==> src/rtl/tsal_pkg.sv <==
// TSAL validation build: shared constants and frame FSM state type.
// Imported by the ADC reader and the top level.
package tsal_pkg;

    localparam int ADC_BITS   = 12;
    localparam int FRAME_BITS = 16;
    localparam int LEAD_ZEROS = 4;

    typedef enum logic [2:0] {
        IDLE,
        LEAD,
        CLK_HI,
        CLK_LO,
        TAIL
    } state_e;

endpackage

==> src/rtl/spi_adc_reader.sv <==
// Serial ADC frame engine: cs/s_clk generation, MSB-first shift register,
// result register and one-cycle valid pulse at frame end.
module spi_adc_reader
    import tsal_pkg::*;
#(
    parameter int CLK_DIV = 12
) (
    input  logic                clk,
    input  logic                rst_n,
    input  logic                start,
    input  logic                s_data,
    output logic                s_clk,
    output logic                cs,
    output logic [ADC_BITS-1:0] result,
    output logic                valid
);

    localparam int HALF = CLK_DIV / 2;
    localparam int CW   = (HALF > 1) ? $clog2(HALF) : 1;
    localparam int BW   = $clog2(FRAME_BITS);
    localparam logic [CW-1:0] CNT_END = CW'(HALF - 1);
    localparam logic [BW-1:0] BIT_END = BW'(FRAME_BITS - 1);

    state_e                  state_q, state_d;
    logic [CW-1:0]           cnt_q, cnt_d;
    logic [BW-1:0]           bit_q, bit_d;
    logic [FRAME_BITS-1:0]   shift_q, shift_d;
    logic [ADC_BITS-1:0]     result_q, result_d;
    logic                    valid_q, valid_d;
    logic                    cs_q, cs_d;
    logic                    sclk_q, sclk_d;
    logic                    half_done;

    assign half_done = (cnt_q == CNT_END);

    // Next-state: each phase lasts HALF cycles; sample on every s_clk rise
    always_comb begin
        state_d  = state_q;
        cnt_d    = cnt_q;
        bit_d    = bit_q;
        shift_d  = shift_q;
        result_d = result_q;
        valid_d  = 1'b0;
        unique case (state_q)
            IDLE: begin
                if (start) begin
                    state_d = LEAD;
                    cnt_d   = '0;
                    bit_d   = '0;
                end
            end
            LEAD: begin
                if (half_done) begin
                    state_d = CLK_HI;
                    cnt_d   = '0;
                    shift_d = {shift_q[FRAME_BITS-2:0], s_data};
                end else begin
                    cnt_d = cnt_q + 1'b1;
                end
            end
            CLK_HI: begin
                if (half_done) begin
                    state_d = CLK_LO;
                    cnt_d   = '0;
                end else begin
                    cnt_d = cnt_q + 1'b1;
                end
            end
            CLK_LO: begin
                if (half_done) begin
                    cnt_d = '0;
                    if (bit_q == BIT_END) begin
                        state_d = TAIL;
                    end else begin
                        state_d = CLK_HI;
                        bit_d   = bit_q + 1'b1;
                        shift_d = {shift_q[FRAME_BITS-2:0], s_data};
                    end
                end else begin
                    cnt_d = cnt_q + 1'b1;
                end
            end
            TAIL: begin
                if (half_done) begin
                    state_d  = IDLE;
                    cnt_d    = '0;
                    result_d = shift_q[FRAME_BITS-LEAD_ZEROS-1:0];
                    valid_d  = 1'b1;
                end else begin
                    cnt_d = cnt_q + 1'b1;
                end
            end
            default: state_d = IDLE;
        endcase
        cs_d   = (state_d == IDLE);
        sclk_d = (state_d == CLK_HI);
    end

    // Frame registers; reset drops cs high and s_clk low immediately
    always_ff @(posedge clk or negedge rst_n) begin
        if (!rst_n) begin
            state_q  <= IDLE;
            cnt_q    <= '0;
            bit_q    <= '0;
            shift_q  <= '0;
            result_q <= '0;
            valid_q  <= 1'b0;
            cs_q     <= 1'b1;
            sclk_q   <= 1'b0;
        end else begin
            state_q  <= state_d;
            cnt_q    <= cnt_d;
            bit_q    <= bit_d;
            shift_q  <= shift_d;
            result_q <= result_d;
            valid_q  <= valid_d;
            cs_q     <= cs_d;
            sclk_q   <= sclk_d;
        end
    end

    assign s_clk  = sclk_q;
    assign cs     = cs_q;
    assign result = result_q;
    assign valid  = valid_q;

endmodule

==> src/rtl/tsal_top.sv <==
// TSAL validation top: sample timer, hysteresis on the TS voltage code,
// and green-steady / red-flashing LED drive.
module tsal_top
    import tsal_pkg::*;
#(
    parameter int                  CLK_DIV       = 12,
    parameter int                  SAMPLE_PERIOD = 12000,
    parameter logic [ADC_BITS-1:0] THRESH_HI     = 12'd2048,
    parameter logic [ADC_BITS-1:0] THRESH_LO     = 12'd1843,
    parameter int                  BLINK_HALF    = 1500000
) (
    input  logic clk,
    input  logic rst_btn,
    input  logic s_data,
    output logic s_clk,
    output logic cs,
    output logic green_led,
    output logic red_led
);

    localparam int TW = (SAMPLE_PERIOD > 1) ? $clog2(SAMPLE_PERIOD) : 1;
    localparam int LW = (BLINK_HALF > 1) ? $clog2(BLINK_HALF) : 1;
    localparam logic [TW-1:0] TIMER_END = TW'(SAMPLE_PERIOD - 1);
    localparam logic [LW-1:0] BLINK_END = LW'(BLINK_HALF - 1);

    logic [TW-1:0]       timer_q, timer_d;
    logic                ts_active_q, ts_active_d;
    logic                green_q, green_d;
    logic                red_q, red_d;
    logic [LW-1:0]       blink_q, blink_d;
    logic [ADC_BITS-1:0] result;
    logic                valid;
    logic                start;

    assign start = (timer_q == '0);

    spi_adc_reader #(
        .CLK_DIV (CLK_DIV)
    ) u_adc (
        .clk    (clk),
        .rst_n  (rst_btn),
        .start  (start),
        .s_data (s_data),
        .s_clk  (s_clk),
        .cs     (cs),
        .result (result),
        .valid  (valid)
    );

    // Free-running sample timer, a frame is requested when it wraps to 0
    always_comb begin
        timer_d = timer_q + 1'b1;
        if (timer_q == TIMER_END) begin
            timer_d = '0;
        end
    end

    // Hysteresis decision once per completed frame
    always_comb begin
        ts_active_d = ts_active_q;
        if (valid) begin
            if (result >= THRESH_HI) begin
                ts_active_d = 1'b1;
            end else if (result < THRESH_LO) begin
                ts_active_d = 1'b0;
            end
        end
    end

    // LED drive: green_q still high means this is the first active cycle
    always_comb begin
        green_d = 1'b1;
        red_d   = 1'b0;
        blink_d = '0;
        if (ts_active_q) begin
            green_d = 1'b0;
            if (green_q) begin
                red_d = 1'b1;
            end else if (blink_q == BLINK_END) begin
                red_d = ~red_q;
            end else begin
                red_d   = red_q;
                blink_d = blink_q + 1'b1;
            end
        end
    end

    // State registers for timer, decision and LEDs
    always_ff @(posedge clk or negedge rst_btn) begin
        if (!rst_btn) begin
            timer_q     <= '0;
            ts_active_q <= 1'b0;
            green_q     <= 1'b1;
            red_q       <= 1'b0;
            blink_q     <= '0;
        end else begin
            timer_q     <= timer_d;
            ts_active_q <= ts_active_d;
            green_q     <= green_d;
            red_q       <= red_d;
            blink_q     <= blink_d;
        end
    end

    assign green_led = green_q;
    assign red_led   = red_q;

endmodule

==> config.mk <==
export PLATFORM = sky130hd
export DESIGN_NAME = tsal_top
export DESIGN_NICKNAME = d
export VERILOG_FILES = /design/src/rtl/tsal_pkg.sv /design/src/rtl/spi_adc_reader.sv /design/src/rtl/tsal_top.sv
export SDC_FILE = /design/constraint.sdc
export NUM_CORES = 1
export LEC_CHECK = 0
export ABC_AREA = 0
export CAP_MARGIN = 40
export CORE_MARGIN = 5
export CORE_UTILIZATION = 50
export CTS_CLUSTER_SIZE = 8
export DETAILED_ROUTE_END_ITERATION = 7
export PLACE_DENSITY = 0.66
export SLEW_MARGIN = 20
export SYNTH_ARGS = -nofsm -noshare
export SYNTH_HDL_FRONTEND = slang
export SYNTH_SLANG_ARGS = --single-unit
==> constraint.sdc <==
create_clock -name clk -period 2.4 [get_ports clk]
set_input_delay 0.48 -clock clk [delete_from_list [all_inputs] [get_ports clk]]
set_output_delay 0.48 -clock clk [all_outputs]
set_load 0.1 [all_outputs]
==> results of run 1 <==
==> worst reg2reg max path: stages, from the launching register on <==
cell	delay [ns]
sky130_fd_sc_hd__dfrtp_1	0.39
sky130_fd_sc_hd__ha_1	0.23
sky130_fd_sc_hd__nand4_1	0.22
sky130_fd_sc_hd__or4_1	0.70
sky130_fd_sc_hd__o21ai_4	0.44
sky130_fd_sc_hd__nor2_1	0.10
==> placed cells by master (no fill, tap or decap), types with 2 or more instances in the layout <==
cell                        n
sky130_fd_sc_hd__nand2_1   19
sky130_fd_sc_hd__xor2_1    13
sky130_fd_sc_hd__dfstp_2    2
sky130_fd_sc_hd__inv_1     11
sky130_fd_sc_hd__clkinv_4   3
sky130_fd_sc_hd__or3_1      7
sky130_fd_sc_hd__dfrtp_1   73
sky130_fd_sc_hd__o31ai_1    6
sky130_fd_sc_hd__clkbuf_8   9
sky130_fd_sc_hd__and3_1     7
sky130_fd_sc_hd__nand2b_1   3
sky130_fd_sc_hd__nand4_1   14
sky130_fd_sc_hd__o221ai_1   3
sky130_fd_sc_hd__and4_1     4
sky130_fd_sc_hd__nand3_1   18
sky130_fd_sc_hd__or2_2      2
sky130_fd_sc_hd__xnor2_1   10
sky130_fd_sc_hd__nor2_1    34
sky130_fd_sc_hd__nor3_1     5
sky130_fd_sc_hd__a311oi_1   2
sky130_fd_sc_hd__or4_1      6
sky130_fd_sc_hd__nand3b_1   2
sky130_fd_sc_hd__ha_1       4
sky130_fd_sc_hd__mux2i_1    3
sky130_fd_sc_hd__nor4_1     6
sky130_fd_sc_hd__o21ai_0    7
sky130_fd_sc_hd__buf_4      9
sky130_fd_sc_hd__a21oi_1    9
sky130_fd_sc_hd__mux2_2    24
==> how the worst max path moves through the flow <==
stage	end	slack, ns	cells past startpoint
3_3_place_gp	blink_q[3]$_DFF_PN0_	0.24	5
6_report	blink_q[3]$_DFF_PN0_	0.20	5
5_1_grt	blink_q[3]$_DFF_PN0_	0.03	5
2_1_floorplan	blink_q[10]$_DFF_PN0_	0.46	6
3_5_place_dp	blink_q[10]$_DFF_PN0_	0.19	5
4_1_cts	blink_q[3]$_DFF_PN0_	0.18	5
==> flip-flops by register name (all words and copies together) (netlist names) <==
register,flops
red_led,1
green_led,1
u_adc.valid,1
blink_q,21
u_adc.cnt_q,3
ts_active_q,1
u_adc.result,12
u_adc.shift_q,12
timer_q,14
u_adc.cs,1
u_adc.s_clk,1
u_adc.bit_q,4
u_adc.state_q,3
==> routing by layer <==
metal / routed length, µm / track usage / share of wire
met2: 2660 / 0.223 / 0.45
met4: 85 / 0.0623 / 0.014
met5: 0 / 0 / 0
met3: 127 / 0.0370 / 0.022
met1: 3010 / 0.215 / 0.51
==> per-stage QoR <==
stage / std cells / area [µm²]
after floorplan: 313 / 3450
after global placement: 397 / 3620
after detailed placement: 397 / 3620
after CTS: 413 / 3820
after global routing: 413 / 3820
final: 413 / 3820
==> cells by family after synthesis <==
group,after synthesis
AOI/OAI and AO/OA,33
and+or+nand+nor,133
buffers and inverters,18
DFF,75
adders and majority gates,4
xor gates and xnor gates,23
muxes,27
==> area by class of cell <==
cell class,instances,area share
flip-flops and latches,75,0.492
multi-input cells,220,0.392
clock buffers,9,0.0324
well taps,80,0.0262
repair buffers,11,0.0256
clock inverters,7,0.0203
inverters,11,0.0108
==> report_power, final <==
part,internal (mW),total [mW],switching [mW]
clock network,0.487,0.979,0.491
logic,0.00899,0.0336,0.0246
registers,1.27,1.27,0.00316
total,1.76,2.28,0.519
==> run_results.csv, run 1 <==
group,metric,value,unit
run_status,status,"complete, no violations",
setup_path,worst_ep_arrival_time,2.41,ns
route,first_pass_iters,4,
clocking,clkLatencyLatePin,0.34,ns
setup_path,worst_setup_path_end_kind,"flop",
yosys,synth_ff_type,"sky130_fd_sc_hd__dfrtp_1",
yosys,number_of_synthesized_register_bits,75,
route,drtAntennaViolNets,0,
yosys,synth_cells,313,
clocking,count_of_hold_buffers_inserted_by_post_cts_repair,0,
floorplan,die_span_x,93.1,µm
yosys,synth_top_cell_by_area,"sky130_fd_sc_hd__dfrtp_1",
finish,seqCellArea,1880,µm²
yosys,complex_gate_fraction_of_the_synthesized_area,0.0656,
run,max_cap_viol_count,0,
floorplan,chipHeight,93.1,µm
placement,gp_congestion,0.801,
route,avgViaCountPerCell,5.70,
timing,setup_viol,0,
yosys,synth_top_family_by_area,"simple AND/OR/NAND/NOR gates",
power,leakagePower,1.68,nW
yosys,synth.yosys.seq_area_share,0.544,
finish,fin_nets,335,
power,worst_case_vdd_ir_drop,0.417,mV
clocking,numCtsBuffers,9,
setup_path,critPathLaunchType,"flop",
setup_path,regToRegEndpoint,"blink_q[3]$_DFF_PN0_",
finish,final.fill_count,584,
global_route,grt_remaining_overflow,0,
yosys,synth-xor-area-share,0.0583,
finish,diodes,0,
placement,place.detailed.hpwl,3860,µm
floorplan,floorplan.initialDensity,0.511,
timing,fmax,454,MHz
timing,hold_viol_final,0,
clocking,numClockSinks,75,
clocking,ctsRootBufferMaster,"sky130_fd_sc_hd__clkbuf_8",
yosys,synthesis_warnings,0,
clocking,cts.repair_timing.setup_buffer_count,0,
floorplan,floorplan.core_area,6760,µm²
route,wire_per_inst,14.2,µm
setup_path,ff2ff_setup_slack,0.20,ns
setup_path,worstSetupPathType,"flop to flop",
floorplan,boundaryPins,7,
clocking,number_of_instances_resized_during_post_cts_repair,0,
finish,final_core_utilization,0.565,
timing,setup_total_negative_slack,0,ns
route,route.vias.total,2354,
global_route,all_layer_global_routing_usage,0.152,
yosys,synthesized_area_fraction_occupied_by_and_or_nand_nor_cells,0.208,
timing,hold-worst-slack,0.143,ns
setup_path,cpMaxStageDelayCell,"sky130_fd_sc_hd__or4_1",
yosys,synth.lib_cells_used.distinct,42,
timing,skew,0.00994,ns
floorplan,rows,30,
timing,setup_ws,0.197,ns
setup_path,critical_path.max_fanout,17,
yosys,synth_largest_type_area_fraction,0.529,
clocking,htree_num_levels,3,
placement,port_buffers,6,
clocking,clkSlewWorstSetupHoldPaths,0.08,ns
yosys,synth_commonest_cells,"73 x sky130_fd_sc_hd__dfrtp_1, 34 x sky130_fd_sc_hd__nor2_1, 24 x sky130_fd_sc_hd__mux2_2",
setup_path,reg2regPathDepth,5,
yosys,yosys-mux-area-fraction,0.0869,
setup_path,worst_r2r_startpoint,"blink_q[0]$_DFF_PN0_",
placement,setup_slack_after_placement,0.194,ns
global_route,antenna_found_initial,0,
yosys,ys_async_sr_fraction,1.00,
setup_path,crit_path_start,"blink_q[0]$_DFF_PN0_",
setup_path,timing.critical_path.slowest_cell_delay,0.70,ns
timing,worst_pin_slew,0.562,ns
yosys,synth.most_common_cell,"sky130_fd_sc_hd__dfrtp_1",
timing,timing.slew.headroom,0.623,
setup_path,timing.critical_path.cells,"ha_1 -> nand4_1 -> or4_1 -> o21ai_4 -> nor2_1",
global_route,grt_max_degree,76,
power,fin_total_pwr,2.28,mW
global_route,grt_first_pass_wirelength,10500,µm
timing,post-route-period-util,0.918,
finish,drive_gt1_frac,0.171,
finish,multi_input_comb_area,1500,µm²
route,route.detailed.drc,0,
yosys,synth.area.top_cells,"sky130_fd_sc_hd__dfrtp_1 53%, sky130_fd_sc_hd__mux2_2 7.8%, sky130_fd_sc_hd__nor2_1 3.7%",
timing,slew_viol_final,0,
floorplan,dieArea,8670,µm²
setup_path,cpLargestDelayFamily,"simple AND/OR/NAND/NOR gates",
timing,setup_repair_after_global_routing_missed_its_margin,"false",
setup_path,worstPathRequired,2.60,ns
yosys,avgSynthCellArea,11.0,µm²
power,power_density,598,nW/µm²
clocking,tritoncts,"done",
finish,syn_to_final_growth,10.5,%
yosys,postSynthNetCount,320,
yosys,edff_count_synth,0,
route,initialDrtViolationCount,95,
yosys,synth-adder-area-share,0.0145,
yosys,syn-cell-area,3450,µm²
route,sum_of_routed_wire_length_over_all_layers,5880,µm
min_path,min_path_type,"input pin to async pin",
setup_path,path_buf_inv,0,
clocking,cts_buffer_depth,2,
global_route,grt_pass1_vias,2173,
timing,post-route-min-period,2.20,ns
Note: power is estimated with default switching activity, not from simulation.
==> run 2: changes to the inputs <==
- clock period: 2.4 -> 2.1 ns (I/O delays scaled with it)
==> run 2 against run 1 <==
Compared with the run above: power up 16%; via count up 0.98%; design area up 2.7%; clock power up 18%; critical path depth unchanged; fmax up 15%; critical endpoint is now u_adc.bit_q[3]$_DFFE_PN0P_; largest cell class unchanged.
==> run_results.csv, run 2 (synthesis results as in run 1) <==
group,metric,value,unit
run_status,status,"complete, no violations",
floorplan,floorplan.initialDensity,0.511,
setup_path,timing.critical_path.cells,"ha_1 -> and3_1 -> or4_1 -> or3_1 -> a21oi_1",
timing,setup_total_negative_slack,0,ns
global_route,grt_max_degree,51,
setup_path,timing.critical_path.slowest_cell_delay,0.51,ns
placement,dp.cells,405,
finish,largest_registers,"blink_q x21, timer_q x14",
timing,hold_viol_final,0,
min_path,min_path_type,"flop to flop",
finish,final_core_utilization,0.580,
run,max_cap_viol_count,0,
route,first_pass_iters,4,
floorplan,floorplan.core_area,6760,µm²
placement,gp_congestion,0.845,
timing,fmax,523,MHz
clocking,tritoncts,"done",
finish,diodes,0,
route,route.detailed.drc,0,
timing,timing.slew.headroom,0.665,
global_route,grt_first_pass_wirelength,11000,µm
setup_path,critPathLaunchType,"flop",
setup_path,cpLargestDelayFamily,"simple AND/OR/NAND/NOR gates",
power,power_density,675,nW/µm²
clocking,htree_num_levels,3,
setup_path,worstSetupPathType,"flop to flop",
setup_path,path_buf_inv,0,
timing,post-route-min-period,1.91,ns
clocking,cts_buffer_depth,2,
global_route,grt_pass1_vias,2346,
global_route,grt_remaining_overflow,0,
finish,seqCellArea,1880,µm²
finish,layout_common_cells,"73 x sky130_fd_sc_hd__dfrtp_1, 34 x sky130_fd_sc_hd__nor2_1, 24 x sky130_fd_sc_hd__mux2_2",
timing,setup_ws,0.186,ns
clocking,numCtsBuffers,9,
timing,worst_pin_slew,0.498,ns
setup_path,critical_path.max_fanout,4,
route,sum_of_routed_wire_length_over_all_layers,6130,µm
timing,setup_viol,0,
finish,syn_to_final_growth,13.5,%
route,initialDrtViolationCount,92,
route,avgViaCountPerCell,5.63,
floorplan,die_span_x,93.1,µm
finish,final.fill_count,570,
finish,layoutNonFillerInstCount,422,
floorplan,boundaryPins,7,
finish,commonest_non_fill_non_tap_cell_in_the_layout,"sky130_fd_sc_hd__dfrtp_1",
route,drtAntennaViolNets,0,
clocking,ctsRootBufferMaster,"sky130_fd_sc_hd__clkbuf_8",
global_route,all_layer_global_routing_usage,0.159,
clocking,clkSlewWorstSetupHoldPaths,0.08,ns
route,route.vias.total,2377,
placement,setup_slack_after_placement,0.132,ns
global_route,antenna_found_initial,0,
finish,multi_input_comb_area,1500,µm²
floorplan,rows,30,
timing,setup_repair_after_global_routing_missed_its_margin,"false",
setup_path,worst_setup_path_end_kind,"flop",
timing,post-route-period-util,0.911,
placement,place.detailed.hpwl,4230,µm
power,worst_case_vdd_ir_drop,0.424,mV
setup_path,worstPathRequired,2.38,ns
finish,fin_nets,344,
finish,drive_gt1_frac,0.193,
clocking,numClockSinks,75,
floorplan,dieArea,8670,µm²
setup_path,cpMaxStageDelayCell,"sky130_fd_sc_hd__or4_1",
route,wire_per_inst,14.5,µm
floorplan,chipHeight,93.1,µm
power,leakagePower,1.74,nW
clocking,clkLatencyLatePin,0.35,ns
finish,registers.top_by_ff_count,"blink_q",
finish,largest_reg_flops,21,
timing,hold-worst-slack,0.481,ns
timing,skew,0.0109,ns
setup_path,worst_ep_arrival_time,2.19,ns
timing,slew_viol_final,0,
placement,port_buffers,6,
==> run 2: changes by cell type in the layout (fill, tap and decap cells not counted), moves of 2 or more <==
| cell | change |
|---|---|
| sky130_fd_sc_hd__buf_4 | +6 |
| sky130_fd_sc_hd__buf_12 | +2 |
| sky130_fd_sc_hd__clkinv_4 | -3 |
| sky130_fd_sc_hd__inv_6 | +2 |
==> run 2: final timing paths <==
kind	from	endpoint	slack [ns]	cells past startpoint
setup / recovery	u_adc.bit_q[0]$_DFFE_PN0P_	u_adc.bit_q[3]$_DFFE_PN0P_	0.19	5
hold / removal	blink_q[0]$_DFF_PN0_	blink_q[0]$_DFF_PN0_	0.48	1
setup reg to reg	u_adc.bit_q[0]$_DFFE_PN0P_	u_adc.bit_q[3]$_DFFE_PN0P_	0.19	5
hold reg to reg	blink_q[0]$_DFF_PN0_	blink_q[0]$_DFF_PN0_	0.48	1
max in group asynchronous	rst_btn	u_adc.cs$_DFF_PN1_	0.99	3
min in group asynchronous	rst_btn	u_adc.bit_q[3]$_DFFE_PN0P_	0.51	2
==> run 2: worst reg2reg max path, cell delays in order, from the launching register on <==
cell                      delay (ns)
sky130_fd_sc_hd__dfrtp_1        0.41
sky130_fd_sc_hd__ha_1           0.22
sky130_fd_sc_hd__and3_1         0.21
sky130_fd_sc_hd__or4_1          0.51
sky130_fd_sc_hd__or3_1          0.36
sky130_fd_sc_hd__a21oi_1        0.14
==> run 2: routing by layer <==
layer,part of all wire,GRT usage,wire [µm]
met1,0.51,0.225,3140
met2,0.44,0.236,2730
met3,0.025,0.0362,155
met4,0.017,0.0659,103
met5,0,0,0
==> run 2: layout make-up <==
type	count	share of cell area
flip-flops and latches	75	0.479
multi-input cells	220	0.383
repair buffers	20	0.0491
clock buffers	9	0.0316
well taps	80	0.0255
clock inverters	7	0.0211
inverters	11	0.0105
==> run 2: metrics by stage <==
stage | total power, mW | instance area, µm²
after floorplan | 1.48 | 3450
after global placement | 1.52 | 3700
after detailed placement | 1.52 | 3700
after CTS | 2.68 | 3920
after global routing | 2.76 | 3920
final | 2.65 | 3920
==> run 2: what timing repair did <==
item / 4_1_cts / 5_1_grt
resized for setup: 0 / 1
setup endpoints to repair: 0 / 3
buffers inserted: 0 / 0
hold endpoints to repair: 24 / 0
hold buffers: 1 / 0
==> run 2: where the power goes <==
part / leakage, nW / internal, mW / switching, mW
clock: 0.0988 / 0.569 / 0.586
sequential: 0.995 / 1.45 / 0.00355
combinational: 0.645 / 0.0114 / 0.0287
total: 1.74 / 2.03 / 0.618
==> run 3: changes to the inputs <==
- GPL_ROUTABILITY_DRIVEN: unset -> 1
- SKIP_LAST_GASP: unset -> 1
==> results of run 3 <==
The final DEF is identical to that of run 2; final timing and power are the same.
==> variant: new RTL, flow settings as in run 2 <==
Take the reset off `result_q` and load it in a clocked block of its own.
--- a/src/rtl/spi_adc_reader.sv
+++ b/src/rtl/spi_adc_reader.sv
@@ -103,7 +103,6 @@
             cnt_q    <= '0;
             bit_q    <= '0;
             shift_q  <= '0;
-            result_q <= '0;
             valid_q  <= 1'b0;
             cs_q     <= 1'b1;
             sclk_q   <= 1'b0;
@@ -112,11 +111,14 @@
             cnt_q    <= cnt_d;
             bit_q    <= bit_d;
             shift_q  <= shift_d;
-            result_q <= result_d;
             valid_q  <= valid_d;
             cs_q     <= cs_d;
             sclk_q   <= sclk_d;
         end
+    end
+
+    always_ff @(posedge clk) begin
+        result_q <= result_d;
     end
 
     assign s_clk  = sclk_q;
Check against the original RTL: no difference found for any inputs over 10 cycles, from zero or initial values and one cycle with rst_btn low; that may be too few to reach the edited logic, so the function may still have changed.
==> variant against run 2 <==
Total power shrank 1.4%. Routed wire length shrank 9.4%. Non-clock buffer count shrank 7. Global-route usage shrank 0.89 points. Clock skew shrank 0.0038 ns. Cell area shrank 4.6%. Setup slack lost 0.083 ns. Via count shrank 4.1%. Sequential cell count is the same. Final cell count shrank 4.0%. Area after synthesis shrank 2.7%.
==> variant: results (changes against run 2) <==
* Pin count of the biggest net entering global routing at 64 (was 51)
* Synth Area in Compound Gates at 7.41% (was 6.56%)
* Leak at 1.52 nW (was 1.74 nW)
* Layout Nets at 330 (was 344)
* Initial DRC Count at 88 (was 92)
* CP max stage delay at 0.59 ns (was 0.51 ns)
* Synth unique cells at 43 (was 42)
* Final HPWL DP at 3730 um (was 4230 um)
* Via count at 2279 (was 2377)
* GRT Total Usage at 15.0% (was 15.9%)
* Clk slew on worst S/H paths at 0.08 ns (about the same)
* Post-Synth Adder-Cell Area at 1.49% (was 1.45%)
* Area after DPL at 3540 um^2 (was 3700 um^2)
* Layout cell share with drive strength beyond 1 at 14.9% (was 19.3%)
* Synth Area in XOR/XNOR at 5.47% (was 5.83%)
* Met3 Track Usage GR at 4.58% (was 3.62%)
* CP Max Fanout at 8 (was 4)
* Syn_nets at 314 (was 320)
* Layout fillers at 564 (was 570)
* Clk_skew at 0.00706 ns (was 0.0109 ns)
* GR Util met2 at 22.5% (was 23.6%)
* Final Worst Setup Slack at 0.103 ns (was 0.186 ns)
* Syn. warnings at 0 (unchanged)
* Post-synth EDFFs at 12 (was 0)
* Clk Latency, worst-skew pair at 0.35 ns (about the same)
* Synth cell count leaders: dfrtp_1 (61), nor2_1 (30), nand2_1 (21), nand3_1 (18), xnor2_1 (15) (was dfrtp_1 (73), nor2_1 (34), mux2_2 (24), nand2_1 (19), nand3_1 (18))
* Mux cell area share after synthesis at 4.32% (was 8.69%)
* Met3 routed WL at 197 um (was 155 um)
* Cts hold-fix bufs at 0 (was 1)
* Met1 global-route usage at 20.2% (was 22.5%)
* Post-Route WL at 5550 um (was 6130 um)
* Vias in the first global route at 2224 (was 2346)
* Async SR Flop Fraction at 84.0% (was 100%)
* Seq/Total Area, Yosys at 57.7% (was 54.4%)
* Data arrival time of the worst path at 2.28 ns (was 2.19 ns)
* Worst VDD drop at 0.522 mV (was 0.424 mV)
* Routability cong. at 0.802 (was 0.845)
* Status: complete, no violations (unchanged)
* Initial antenna violation count at 0 (unchanged)
* Pre-CTS WS at 0.0994 ns (was 0.132 ns)
* Worst Hold Class: in -> async (was reg -> reg)
* Slew headroom at 68.5% (was 66.5%)
* Largest cells by area after synthesis: dfrtp_1 (45%), edfxtp_1 (11%), mux2_2 (4.0%), xnor2_1 (3.9%), nor2_1 (3.3%) (was dfrtp_1 (53%), mux2_2 (7.8%), nor2_1 (3.7%), xor2_1 (3.3%), nand3_1 (2.6%))
variant: changes by cell type after synthesis, sizes merged, moves of 6 or more:
cell,change
dfrtp,-12
edfxtp,+12
mux2,-12
xor2,-7
o21ai,+6
variant: area by class of cell:
cell class              count  area, um^2  area share [%]
flip-flops and latches     75        1940            51.8
repair buffers             13         123            3.28
clock buffers               9         124            3.31
clock inverters             7        73.8            1.97
inverters                  11        41.3            1.10
multi-input cells         213        1350            35.9
well taps                  77        96.3            2.57
variant: through the flow:
step / std cells / util (%)
detailed placement: 389 / 54.9
CTS: 405 / 57.9
finish: 405 / 57.9
global route: 405 / 57.9
floorplan: 307 / -
global placement: 389 / 54.9
variant: report_power, final:
group	total (W)	switching, W	leakage (nW)	internal (W)
registers	0.00148	0.00000334	0.920	0.00148
clock network	0.00109	0.000540	0.100	0.000554
logic	0.0000341	0.0000244	0.505	0.00000967
